[src/rtl/inst_fetch_pkg.sv]
// Shared CPU definitions used by the fetch stage: opcodes, the canonical NOP,
// the reset vector default and the fetch FSM state encoding.
package inst_fetch_pkg;

   localparam logic [6:0]  OPC_OP_IMM       = 7'b0010011;
   // addi x0, x0, 0
   localparam logic [31:0] INST_NOP         = {12'h000, 5'd0, 3'b000, 5'd0, OPC_OP_IMM};
   localparam logic [31:0] RESET_PC_DEFAULT = 32'h0000_0000;

   typedef enum logic [1:0] {
      ST_BOOT  = 2'd0,
      ST_FETCH = 2'd1,
      ST_DRAIN = 2'd2
   } fetch_state_e;

   function automatic logic [31:0] align_word(input logic [31:0] addr);
      return {addr[31:2], 2'b00};
   endfunction

endpackage

[src/rtl/fetch_fifo.sv]
// Small synchronous FIFO with flush; push is accepted while full if a pop
// happens in the same cycle, so the count stays unchanged.
module fetch_fifo #(
   parameter int WIDTH = 64,
   parameter int DEPTH = 2
) (
   input  logic                     i_clk,
   input  logic                     i_rst_n,
   input  logic                     i_flush,
   input  logic                     i_push,
   input  logic [WIDTH-1:0]         i_wdata,
   input  logic                     i_pop,
   output logic [WIDTH-1:0]         o_rdata,
   output logic                     o_full,
   output logic                     o_empty,
   output logic [$clog2(DEPTH):0]   o_count
);

   localparam int AW = $clog2(DEPTH);
   localparam int CW = AW + 1;
   localparam logic [CW-1:0] DEPTH_C = CW'(DEPTH);

   logic [WIDTH-1:0] mem [DEPTH];
   logic [AW-1:0]    wr_ptr, rd_ptr;
   logic [CW-1:0]    count;
   logic             do_push, do_pop;

   assign o_full  = (count == DEPTH_C);
   assign o_empty = (count == '0);
   assign o_count = count;
   assign o_rdata = mem[rd_ptr];

   assign do_pop  = i_pop && !o_empty;
   assign do_push = i_push && (!o_full || do_pop);

   always_ff @(posedge i_clk or negedge i_rst_n) begin
      if (!i_rst_n) begin
         wr_ptr <= '0;
         rd_ptr <= '0;
         count  <= '0;
      end else if (i_flush) begin
         wr_ptr <= '0;
         rd_ptr <= '0;
         count  <= '0;
      end else begin
         if (do_push) wr_ptr <= wr_ptr + 1'b1;
         if (do_pop)  rd_ptr <= rd_ptr + 1'b1;
         count <= count + CW'(do_push) - CW'(do_pop);
      end
   end

   always_ff @(posedge i_clk) begin
      if (do_push && !i_flush) mem[wr_ptr] <= i_wdata;
   end

endmodule

[src/rtl/inst_fetch.sv]
// Instruction fetch stage: issues word fetches, buffers in-order responses
// and presents them to decode; redirects flush the buffer and drop stale data.
//
// state | meaning
// BOOT  | one idle cycle after reset release
// FETCH | issue requests while buffer + in-flight has room
// DRAIN | no requests; drop responses of pre-redirect requests
module inst_fetch
   import inst_fetch_pkg::*;
#(
   parameter logic [31:0] RESET_PC  = RESET_PC_DEFAULT,
   parameter int          BUF_DEPTH = 2,
   parameter logic [31:0] NOP_INST  = INST_NOP
) (
   input  logic        i_clk,
   input  logic        i_rst_n,
   output logic        o_imem_req,
   output logic [31:0] o_imem_addr,
   input  logic        i_imem_gnt,
   input  logic        i_imem_rvalid,
   input  logic [31:0] i_imem_rdata,
   input  logic        i_redirect,
   input  logic [31:0] i_redirect_pc,
   input  logic        i_stall,
   output logic        o_inst_valid,
   output logic [31:0] o_inst_data,
   output logic [31:0] o_inst_pc
);

   localparam int CW = $clog2(BUF_DEPTH) + 1;
   localparam int DW = CW + 1;
   localparam logic [DW-1:0] DEPTH_W = DW'(BUF_DEPTH);

   fetch_state_e  state_q, state_next;
   logic [31:0]   pc_q;
   logic [CW-1:0] discard_q, discard_next;
   logic [CW-1:0] outstanding, outstanding_next, ib_count;
   logic [DW-1:0] occupancy;
   logic          aq_full, aq_empty, ib_full, ib_empty;
   logic [31:0]   aq_pc;
   logic [63:0]   ib_head;
   logic          gnt_fire, rvalid_fire, ib_push, ib_pop;

   assign occupancy  = {1'b0, outstanding} + {1'b0, ib_count};
   assign o_imem_req = (state_q == ST_FETCH) && !aq_full && !ib_full && (occupancy < DEPTH_W);
   assign o_imem_addr = pc_q;

   assign gnt_fire    = o_imem_req && i_imem_gnt;
   // Responses with nothing in flight belong to pre-reset requests.
   assign rvalid_fire = i_imem_rvalid && !aq_empty;
   assign outstanding_next = outstanding + CW'(gnt_fire) - CW'(rvalid_fire);

   assign ib_push = rvalid_fire && (state_q == ST_FETCH) && !i_redirect;
   assign ib_pop  = !ib_empty && !i_stall && !i_redirect;

   // In-flight address queue; its occupancy is the outstanding count.
   fetch_fifo #(.WIDTH(32), .DEPTH(BUF_DEPTH)) u_addr_q (
      .i_clk   (i_clk),
      .i_rst_n (i_rst_n),
      .i_flush (1'b0),
      .i_push  (gnt_fire),
      .i_wdata (pc_q),
      .i_pop   (rvalid_fire),
      .o_rdata (aq_pc),
      .o_full  (aq_full),
      .o_empty (aq_empty),
      .o_count (outstanding)
   );

   fetch_fifo #(.WIDTH(64), .DEPTH(BUF_DEPTH)) u_inst_buf (
      .i_clk   (i_clk),
      .i_rst_n (i_rst_n),
      .i_flush (i_redirect),
      .i_push  (ib_push),
      .i_wdata ({i_imem_rdata, aq_pc}),
      .i_pop   (ib_pop),
      .o_rdata (ib_head),
      .o_full  (ib_full),
      .o_empty (ib_empty),
      .o_count (ib_count)
   );

   assign o_inst_valid = !ib_empty;
   assign o_inst_data  = o_inst_valid ? ib_head[63:32] : NOP_INST;
   assign o_inst_pc    = o_inst_valid ? ib_head[31:0]  : 32'h0000_0000;

   always_comb begin
      state_next   = state_q;
      discard_next = discard_q;
      case (state_q)
         ST_BOOT:  state_next = ST_FETCH;
         ST_FETCH: state_next = ST_FETCH;
         ST_DRAIN: begin
            if (rvalid_fire && discard_q != '0) discard_next = discard_q - 1'b1;
            if (discard_next == '0) state_next = ST_FETCH;
         end
         default:  state_next = ST_BOOT;
      endcase
      // Everything still in flight after this edge is stale, including a
      // grant or response landing in the redirect cycle itself.
      if (i_redirect) begin
         discard_next = outstanding_next;
         state_next   = (outstanding_next != '0) ? ST_DRAIN : ST_FETCH;
      end
   end

   always_ff @(posedge i_clk or negedge i_rst_n) begin
      if (!i_rst_n) begin
         state_q   <= ST_BOOT;
         discard_q <= '0;
         pc_q      <= RESET_PC;
      end else begin
         state_q   <= state_next;
         discard_q <= discard_next;
         if (i_redirect)    pc_q <= align_word(i_redirect_pc);
         else if (gnt_fire) pc_q <= pc_q + 32'd4;
      end
   end

endmodule

[config.mk]
export PLATFORM = sky130hd
export DESIGN_NAME = inst_fetch
export DESIGN_NICKNAME = d
export VERILOG_FILES = /design/src/rtl/inst_fetch_pkg.sv /design/src/rtl/fetch_fifo.sv /design/src/rtl/inst_fetch.sv
export SDC_FILE = /design/constraint.sdc
export NUM_CORES = 1
export LEC_CHECK = 0
export CAP_MARGIN = 10
export CORE_AREA = 3 3 142 144
export DETAILED_ROUTE_END_ITERATION = 6
export DIE_AREA = 0 0 145 147
export PLACE_DENSITY = 0.79
export SYNTH_ARGS = -nofsm -noshare
export SYNTH_HDL_FRONTEND = slang
export SYNTH_HIERARCHICAL = 1
export SYNTH_SLANG_ARGS = --single-unit
[constraint.sdc]
create_clock -name i_clk -period 8.4 [get_ports i_clk]
set_clock_uncertainty 0.2 [all_clocks]
set_input_delay 1.68 -clock i_clk [delete_from_list [all_inputs] [get_ports i_clk]]
set_output_delay 1.68 -clock i_clk [all_outputs]
set_load 0.05 [all_outputs]
==> metrics <==
Critical Path AT 3.31 ns; critical path launch point type flop; fin cells ~1100; DR vias/cell roughly 5.6; DP Area 0.01195 mm2; Compound-Gate Fraction of Synth Area roughly 4.4%; crit-path leading delay family buffers and inverters; # port buffers 163; status finished clean; Tot GR Track Use 20.17%; Pre-antenna DRT Iters 5; slowest CP cell dfrtp_2; Post-CTS Resized 0; Final Critical Period between 5 and 6 ns; cell taking the most area after synthesis edfxtp_1; ranking of synthesized cells by area edfxtp_1 (58%), dfrtp_1 (10%), mux2_1 (5.7%), mux2_2 (5.4%), nor2b_1 (4.3%); CP required about 6.5 ns; number of global-route vias before repair roughly 6700; die width 145 um; Cell Chain, Critical Path buf_4 -> mux2_1 -> nor2b_1 -> clkdlybuf4s50_1; RSZ-0062 raised after global routing false; crit-path max cell delay roughly 0.94 ns; Area Overhead vs Synth 27.04%; most common cell after layout, fill and taps aside edfxtp_1; Mapped Area 0.01001 mm2; Worst Hold Class flop to flop; CP Buf/Inv Count 2; clock sinks around 230; Power Density 205.9 mW/mm2; DR vias approximately 6300; cell total after placement between 1000 and 1500; total CTS buffers 24; CP max FO 34; Top-Level Pins around 170; Crit Path Class flop to output pin; max-cap violations 0; post-synth cell types 50; register area share after synthesis about two thirds; Max Slew Vio Count 0; Tcrit/Tclk final 61.73%; Clk pin slew, worst setup/hold paths around 0.07 ns; Final Hold Fails 0; Post-DP HPWL around 14000 um; Worst Setup End Kind output pin; final setup vio count 0; Die H between 100 and 150 um; post-synthesis adder-cell area fraction less than 1%; clock buffer depth 3; Synth Warn # 6; Setup Buffers After CTS 0; Starting Density a little over half; post-route ant nets 0; number of DRC markers in iteration 0 480; H-tree Lvls 1; hold_buf cts 0; average wire per cell in the routed design between 15 and 20 um; Synth Area in XOR/XNOR under 10%; n_diodes 0; Mapped Avg Cell Area approximately 15 um2; Rows 50; first-pass GRT wire length 34640 um; #FFs+latches synth between 200 and 250; largest family of logic cells by synthesized area simple AND/OR/NAND/NOR gates; Post-Route Setup TNS 0 ns; maximum number of pins on one net before global-route repair 66; gr ovfl total 0; clk_lat worst skew about 0.5 ns; slew margin rel. a little over a quarter; die area between 0.02 and 0.025 mm2; Residual DRC 0; Leak Pwr approximately 4.3 nW; CTS tree yes; fmax around 190 MHz; Core ar. approximately 0.019 mm2; Cells after Synth about 680; actual slew at the worst max-slew pin ~1.1 ns; simple-gate share of the synthesized area between 10% and 20%; post-synth top area share 57.57%; routability cong. between 0.8 and 0.9; WL final ~22000 um; Root Driver clkbuf_16; Final nets 929; mux contribution to synthesized area about 11%; most frequent cells in the layout edfxtp_1 (192), clkdlybuf4s50_1 (162), nor2b_1 (69), mux2_1 (51), mux2_2 (48); Design Area, Final 0.01272 mm2; layout cells sized above 1 12.64%; worst vdd rail ir drop around 0.00015 V; initial antenna violation count 0
==> logic make-up after synthesis <==
logic type	count (synthesis)
mux	101
buf+inv	46
compound gates	69
other cells	1
xor+xnor	12
fa+ha+maj	7
flops	234
simple gates	205
==> final timing paths <==
path	from	endpoint	slack, ns	cells past startpoint
setup / recovery	u_inst_buf/rd_ptr	o_inst_pc[6]	3.21	4
hold / removal	state_q[0]	state_q[0]	0.32	1
setup reg to reg	u_inst_buf/o_count[0]	o_imem_addr[26]	4.31	6
hold reg to reg	state_q[0]	state_q[0]	0.32	1
max in group asynchronous	i_rst_n	u_inst_buf/rd_ptr	6.17	1
min in group asynchronous	i_rst_n	o_imem_addr[19]	1.15	1
==> cell usage after synthesis, drive strengths merged <==
library cell    n
edfxtp        192
mux2          100
nor2b          69
dfrtp          42
nor2           38
a31oi          23
o21ai          20
clkbuf         19
or4            18
o31ai          17
nand2          16
buf            14
inv            13
nand4          11
nand3          10
xor2            8
or3             7
ha              6
nand2b          6
or2             5
a21oi           4
nor3            4
xnor2           4
and2            3
and3            3
nor3b           3
nor4b           3
and4            2
and4bb          2
nand3b          2
nor4bb          2
a21boi          1
a221oi          1
a22oi           1
a311oi          1
conb            1
fa              1
mux2i           1
o22a            1
or3b            1
==> metal layers <==
layer	GRT usage, %	up-vias	routed length [um]
li1	-	2884	-
met1	25.35	3099	8868
met2	34.93	253	10750
met3	4.287	49	1473
met4	7.173	0	573
met5	0	-	0
==> final cells by class <==
cell class | count | area, um2
clock inverter | 8 | 90.09
tap | 260 | 325.3
multi-input combinational | 408 | 3067
clock buffer | 36 | 686.9
sequential | 234 | 6818
inverter | 13 | 48.80
fill | 1272 | 6108
timing repair buffer | 171 | 1687
==> worst reg2reg max path, cell delays in order, from the launching register on <==
cell     delay, ns
dfrtp_1       0.51
and2_1        0.19
fa_1          0.43
nor4b_2       0.63
nand4_1       1.02
or4_1         0.83
a31oi_1       0.19
==> sequential cells by signal, indices dropped and copies added (netlist names) <==
name	flops
discard_q	2
o_imem_addr	30
state_q	2
u_addr_q/mem	64
u_addr_q/o_count	2
u_addr_q/rd_ptr	1
u_addr_q/wr_ptr	1
u_inst_buf/mem	128
u_inst_buf/o_count	2
u_inst_buf/rd_ptr	1
u_inst_buf/wr_ptr	1
==> stage by stage <==
step / setup WS [ns] / hold slack [ns] / util, % / power (mW)
after global placement: 3.336 / 0.2869 / 63.44 / 1.590
after floorplan: 0.03087 / 0.2535 / - / 1.493
final: 3.215 / 0.3216 / 67.56 / 2.619
after CTS: 3.145 / 0.3196 / 67.56 / 2.639
after global routing: 3.065 / 0.3495 / 67.56 / 2.713
after detailed placement: 3.204 / 0.3015 / 63.44 / 1.603
==> where the power goes <==
group | leakage [nW] | switching [mW] | total [mW] | internal [mW]
Sequential | 2.23 | 0.0434 | 1.34 | 1.30
Clock | 0.383 | 0.411 | 1.04 | 0.626
Combinational | 1.71 | 0.143 | 0.239 | 0.0959
Note: power is estimated with default switching activity, not from simulation.
